$ cat src/rtl/mem_master_pkg.sv
// Shared types for the mem_master bus initiator: FSM state encoding and the
// registered request. The request struct is sized by the package default widths.
package mem_master_pkg;

   localparam int DATA_W_DEF = 16;
   localparam int ADDR_W_DEF = 4;

   typedef enum logic [1:0] {
      IDLE  = 2'd0,
      ISSUE = 2'd1,
      WAIT  = 2'd2,
      RESP  = 2'd3
   } state_t;

   typedef struct packed {
      logic                  wr;
      logic [ADDR_W_DEF-1:0] addr;
      logic [ADDR_W_DEF-1:0] len;
      logic [DATA_W_DEF-1:0] wdata;
   } req_t;

endpackage

$ cat src/rtl/mem_master_stats.sv
// Saturating activity counters for mem_master; only instantiated when
// MEM_MASTER_STATS_EN is defined.
module mem_master_stats (
   input  logic        clk,
   input  logic        reset,
   input  logic        rd_inc,
   input  logic        wr_inc,
   output logic [15:0] rd_beats,
   output logic [15:0] wr_count
);

   always_ff @(posedge clk) begin
      if (reset) begin
         rd_beats <= '0;
         wr_count <= '0;
      end else begin
         if (rd_inc && (rd_beats != 16'hFFFF)) rd_beats <= rd_beats + 16'd1;
         if (wr_inc && (wr_count != 16'hFFFF)) wr_count <= wr_count + 16'd1;
      end
   end

endmodule

$ cat src/rtl/mem_master.sv
// Single-outstanding initiator for the 16x16 single-port memory bus: single-beat
// writes and wrapping read bursts. Optional counters via MEM_MASTER_STATS_EN.
//
//   state | meaning
//   IDLE  | ready for a request
//   ISSUE | one bus access cycle (read or write)
//   WAIT  | counting READ_LAT cycles before sampling mem_rdata
//   RESP  | read beat presented, held until rsp_ready
module mem_master
   import mem_master_pkg::*;
#(
   parameter int DATA_W   = DATA_W_DEF,
   parameter int ADDR_W   = ADDR_W_DEF,
   parameter int READ_LAT = 1
) (
   input  logic              clk,
   input  logic              reset,
   input  logic              req_valid,
   output logic              req_ready,
   input  logic              req_wr,
   input  logic [ADDR_W-1:0] req_addr,
   input  logic [ADDR_W-1:0] req_len,
   input  logic [DATA_W-1:0] req_wdata,
   output logic              rsp_valid,
   input  logic              rsp_ready,
   output logic [DATA_W-1:0] rsp_data,
   output logic [ADDR_W-1:0] rsp_addr,
   output logic              rsp_last,
   output logic              wr_done,
   output logic              mem_sel,
   output logic              mem_wr,
   output logic [ADDR_W-1:0] mem_addr,
   output logic [DATA_W-1:0] mem_wdata,
   input  logic [DATA_W-1:0] mem_rdata
`ifdef MEM_MASTER_STATS_EN
   ,
   output logic [15:0]       rd_beats,
   output logic [15:0]       wr_count
`endif
);

   state_t            state_q, state_d;
   req_t              req_q;
   logic [1:0]        lat_q;
   logic              run_q;
   logic              wr_done_q;
   logic [DATA_W-1:0] rsp_data_q;
   logic              last_beat;

   assign last_beat = (req_q.len == '0);

   always_ff @(posedge clk) begin
      if (reset) begin
         state_q    <= IDLE;
         req_q      <= '0;
         lat_q      <= '0;
         run_q      <= 1'b0;
         wr_done_q  <= 1'b0;
         rsp_data_q <= '0;
      end else begin
         state_q   <= state_d;
         run_q     <= 1'b1;
         wr_done_q <= (state_q == ISSUE) && req_q.wr;
         case (state_q)
            IDLE: begin
               if (req_valid && req_ready)
                  req_q <= '{wr: req_wr, addr: req_addr, len: req_len, wdata: req_wdata};
            end
            ISSUE: lat_q <= 2'(READ_LAT - 1);
            WAIT: begin
               if (lat_q == '0) rsp_data_q <= mem_rdata;
               else             lat_q      <= lat_q - 2'd1;
            end
            RESP: begin
               // Address and remaining count advance only once the beat is taken.
               if (rsp_ready && !last_beat) begin
                  req_q.addr <= req_q.addr + 1'b1;
                  req_q.len  <= req_q.len - 1'b1;
               end
            end
            default: ;
         endcase
      end
   end

   always_comb begin
      state_d   = state_q;
      req_ready = 1'b0;
      rsp_valid = 1'b0;
      rsp_last  = 1'b0;
      mem_sel   = 1'b0;
      mem_wr    = 1'b0;
      mem_addr  = '0;
      mem_wdata = '0;
      case (state_q)
         IDLE: begin
            req_ready = run_q;
            if (req_valid && run_q) state_d = ISSUE;
         end
         ISSUE: begin
            mem_sel   = 1'b1;
            mem_wr    = req_q.wr;
            mem_addr  = req_q.addr;
            mem_wdata = req_q.wdata;
            state_d   = req_q.wr ? IDLE : WAIT;
         end
         WAIT: begin
            if (lat_q == '0) state_d = RESP;
         end
         RESP: begin
            rsp_valid = 1'b1;
            rsp_last  = last_beat;
            if (rsp_ready) state_d = last_beat ? IDLE : ISSUE;
         end
         default: state_d = IDLE;
      endcase
   end

   assign rsp_data = rsp_data_q;
   assign rsp_addr = req_q.addr;
   assign wr_done  = wr_done_q;

`ifdef MEM_MASTER_STATS_EN
   mem_master_stats u_stats (
      .clk      (clk),
      .reset    (reset),
      .rd_inc   (rsp_valid && rsp_ready),
      .wr_inc   (wr_done_q),
      .rd_beats (rd_beats),
      .wr_count (wr_count)
   );
`endif

endmodule

$ cat config.mk
export PLATFORM = sky130hd
export DESIGN_NAME = mem_master
export DESIGN_NICKNAME = d
export VERILOG_FILES = /design/src/rtl/mem_master_pkg.sv /design/src/rtl/mem_master_stats.sv /design/src/rtl/mem_master.sv
export SDC_FILE = /design/constraint.sdc
export NUM_CORES = 1
export LEC_CHECK = 0
export CORE_AREA = 2 2 79 81
export CTS_CLUSTER_SIZE = 14
export DETAILED_ROUTE_END_ITERATION = 8
export DIE_AREA = 0 0 81 83
export MAX_ROUTING_LAYER = met4
export PLACE_DENSITY = 0.74
export SLEW_MARGIN = 10
export SYNTH_ARGS = -nofsm -noshare
export SYNTH_HDL_FRONTEND = slang
export SYNTH_SLANG_ARGS = --single-unit
$ cat constraint.sdc
create_clock -name clk -period 1.6 [get_ports clk]
set_clock_uncertainty 0.05 [all_clocks]
set_input_delay 0.48 -clock clk [delete_from_list [all_inputs] [get_ports clk]]
set_output_delay 0.48 -clock clk [all_outputs]
set_load 0.05 [all_outputs]
# After elaboration in Yosys (flattened, before gate mapping)
# Index checks and enable logic that the tools add are counted.
[word_totals] regBits=47 in_bits=45 wordCells=55
[classes] add_sub_neg=3 n_eq_ne=9 muxes=19 n_reduce_logical=15
[ops] cell="2-to-1 mux 24 bit" n=1
[ops] cell="2-to-1 mux 16 bit" n=1
[ops] cell="one-hot mux 8 bit (2 select lines)" n=1
[ops] cell="!= test 2 bit (second input constant)" n=6
[ops] cell="2-to-1 mux 2 bit" n=5
[ops] cell="2-to-1 mux 8 bit" n=1
[ops] cell="one-hot mux 2 bit (4 select lines)" n=1
[ops] cell="2-to-1 mux 1 bit" n=7
[ops] cell="AND reduction 2 bit" n=3
[ops] cell="AND reduction 3 bit" n=2
[ops] cell="adder 4 x 1 -> 4 bit (second input constant)" n=1
[ops] cell="== test 2 bit (second input constant)" n=2
[ops] cell="logical AND 1 bit" n=4
[ops] cell="logical NOT 2 bit" n=2
[ops] cell="logical NOT 4 bit" n=1
[ops] cell="2-to-1 mux 4 bit" n=1
[ops] cell="one-hot mux 2 bit (2 select lines)" n=1
[ops] cell="nonzero test 2 bit" n=2
[ops] cell="subtractor 4 x 1 -> 4 bit (second input constant)" n=1
[ops] cell="== test 2 x 1 -> 1 bit (second input constant)" n=1
[ops] cell="subtractor 2 x 1 -> 2 bit (second input constant)" n=1
[ops] cell="logical NOT 1 bit" n=1

# Longest topological paths before layout
[depth] depth_word=5 ltp_mapped=7

# Worst setup path after synthesis
# No wires, ideal clock.
[synth_path] kind="register to output" start="reg state_q[0]" end="out mem_wr" arrival_time_ns=1.736 t_required_ns=1.070 setup_slack_ns=-0.666 stages_incl_launch_ff=4 path_buffers=1 cell_sequence="dfxtp_1 buf_6 inv_1 nor3_1"
[synth_between] elab_chain_len=2
[synth_rtl] item="start: declaration" line_no="mem_master.sv:42" source="state_t state_q, state_d;"
[synth_rtl] item="start signal: assignment" line_no="mem_master.sv:61" source="state_q <= state_d;"
[synth_rtl] item="== test 2 x 1 -> 1 bit" line_no="mem_master.sv:95" source="case (state_q)"
[synth_rtl] item="2-to-1 mux 1 bit" line_no="mem_master.sv:95"
[synth_rtl] item="end: declaration" line_no="mem_master.sv:31" source="output logic mem_wr,"
# No other way between the ends.

==> reports/summary.txt <==
status -> finished, violations left
failing checks -> negative setup slack
register area share after synthesis -> 0.429
CTS tree -> yes
HP Class -> reg -> reg
Final WS setup -> -0.271 ns
worst vdd ir -> 636 uV
mapped cell area -> 2190 um2
critical-path maximum fanout -> 21
# DRC -> 0
Hold-fix buffers, CTS -> 0
Max-Cap Viols -> 0
crit path max-delay cell type -> dfxtp_2
Synth warnings -> 0
Worst setup SP type -> flop
Worst-Margin Slew -> 0.310 ns
CP arrival -> 1.34 ns
Via Count -> 2188
die area -> 6720 um2
Final Hold Vio Count -> 0
WP depth -> 4
FFs w/ async S/R, synth -> 0
Reg clk slew, reported paths -> 0.09 ns
reg2reg path depth -> 7
Seq cells post-synth -> 47
cell mode on critical path -> buf_12
top-count cell post-synth -> nand2_1
count of different cell masters after synthesis -> 36
CTS max path bufs -> 2
Root Driver -> clkbuf_8
total grt overflow -> 0
proportion of layout cells with a drive suffix above 1 -> 0.332
Nets -> 415
Wirelength per Cell -> 13.6 um
Post-synth top cells -> nand2_1 (72), dfxtp_1 (47), a21oi_1 (35), and2_1 (24)
die outline width -> 81 um
Detail Route Antenna Nets -> 0
Total Wirelength -> 6030 um
Max Clk Rate -> 534 MHz
RSZ-0062 raised after global routing -> yes
Setup CP Type -> reg -> out
Slew Viols, Final -> 0
area occupied by multi-input gates -> 1150 um2
r2r setup slk -> -0.03 ns
Slew headroom -> 0.794
GRT Util Overall -> 0.190
Critical Path Max Stage Delay -> 0.33 ns
# IOs -> 91
synth top area cells -> dfxtp_1 (43%), nand2_1 (12%), a21oi_1 (8.0%)
initial antenna violation count -> 0
Critical path buffers and inverters -> 2
# fillers -> 478
fin crit share -> 1.17
synthesis-to-finish area growth -> 78.8%
CTS HTree Levels -> 2
vias per inst -> 4.94
post-layout util -> 0.674
Critical Path End Type -> output pin
first-pass GRT wire length -> 10000 um
initial core utilization -> 0.377
Clock Latency Late Sink -> 0.29 ns
leading area contributor after synthesis -> dfxtp_1
register area -> 948 um2
Core Rows -> 28
Top FF cell, synth -> dfxtp_1
ANT cells -> 0
Min Hold Slack -> 0.408 ns
Top Family by Delay on Critical Path -> simple AND/OR/NAND/NOR gates
Setup-failing EPs final -> 30
power per standard cell area -> 739 nW/um2
dpl ws -> -0.305 ns
dpl hpwl -> 4680 um
TNS Setup -> -6.18 ns
core area -> 5820 um2
EDFF count, synth -> 0
Post-Syn Nets -> 319
CTS Buf Count -> 5
fin crit period -> 1.87 ns
top cell type's share of synthesized area -> 0.429
Synth Instances -> 271
# clock sinks -> 47
vias in the first global route -> 2146
largest net degree at the start of global routing -> 22
Worst Hold Depth -> 2
P_leak -> 1.48 nW
DIE HEIGHT -> 83 um
Critical Path RT -> 1.07 ns
worst-path cell chain -> and2b_2, buf_12, and2_4, buf_12
PortBufs -> 90
DRT iter0 DRCs -> 77
router iterations before antenna repair -> 4
Routability Congestion -> 0.818
syn_area_per_cell -> 8.09 um2
==> where the power goes <==
part	switching (mW)	internal, mW
Sequential	0.0643	1.24
Clock	0.409	0.353
Combinational	0.408	0.427
Total	0.882	2.02
==> final timing paths <==
path,start,endpoint
worst max-delay path,flop,mem_wdata[8]
worst min-delay path,req_q[15],req_q[15]
worst max register to register,req_q[16],req_q[17]
worst min register to register,req_q[15],req_q[15]
==> per-stage QoR <==
stage / instances / area [um2] / total power [mW]
4_1_cts: 443 / 3910 / 2.93
6_report: 443 / 3920 / 2.90
2_1_floorplan: 271 / 2300 / 1.76
3_3_place_gp: 432 / 3780 / 2.14
5_1_grt: 443 / 3920 / 3.04
3_5_place_dp: 432 / 3780 / 2.15
==> metal layers <==
layer,vias up,GRT usage,routed length [um]
li1,1089,-,-
met1,1004,0.242,2700
met2,90,0.310,2830
met3,5,0.0413,457
met4,0,0.0370,32
met5,-,-,0
==> layout make-up <==
cell class / instances / area share
sequential: 47 / 0.242
clock buffer: 6 / 0.0211
multi-input combinational: 190 / 0.294
timing repair buffer: 115 / 0.407
inverter: 8 / 0.00830
tap: 75 / 0.0239
clock inverter: 2 / 0.00415
==> state kept, by name, summed over array words and instances, names as in the netlist, named ones only <==
name / cells
run_q: 1
rsp_data: 16
rsp_addr: 4
req_q: 21
state_q: 1
wr_done: 1
lat_q: 2
==> cells in the final DEF (no fill, tap or decap), types with 4 or more instances in the layout <==
cell type	n
and2_4	21
clkbuf_8	6
dfxtp_1	43
nor2_1	8
o211ai_1	4
inv_1	5
a21oi_1	35
o21ai_0	4
clkdlybuf4s50_1	42
buf_12	50
a221oi_2	6
nand2_1	72
buf_4	21
o22ai_1	6
==> tightest hold or removal path, delay by kind of cell (launching register included) <==
kind,cells,cell delay [ns]
DFF,1,0.32
and+or+nand+nor,1,0.05
AOI/OAI and AO/OA,1,0.05
==> timing repair <==
item / 4_1_cts / 5_1_grt
endpoints found under the setup margin: 31 / 34
setup buffers: 3 / 0
gates resized for setup: 6 / 4
pin swaps: 3 / 3
==> logic make-up after synthesis <==
group	share of synthesized area
AOI/OAI and AO/OA	0.179
xor gates and xnor gates	0.00799
adders and majority gates	0.0171
buffers and inverters	0.0867
DFF	0.429
muxes	0.00513
and+or+nand+nor	0.276
Note: power is estimated with default switching activity, not from simulation.
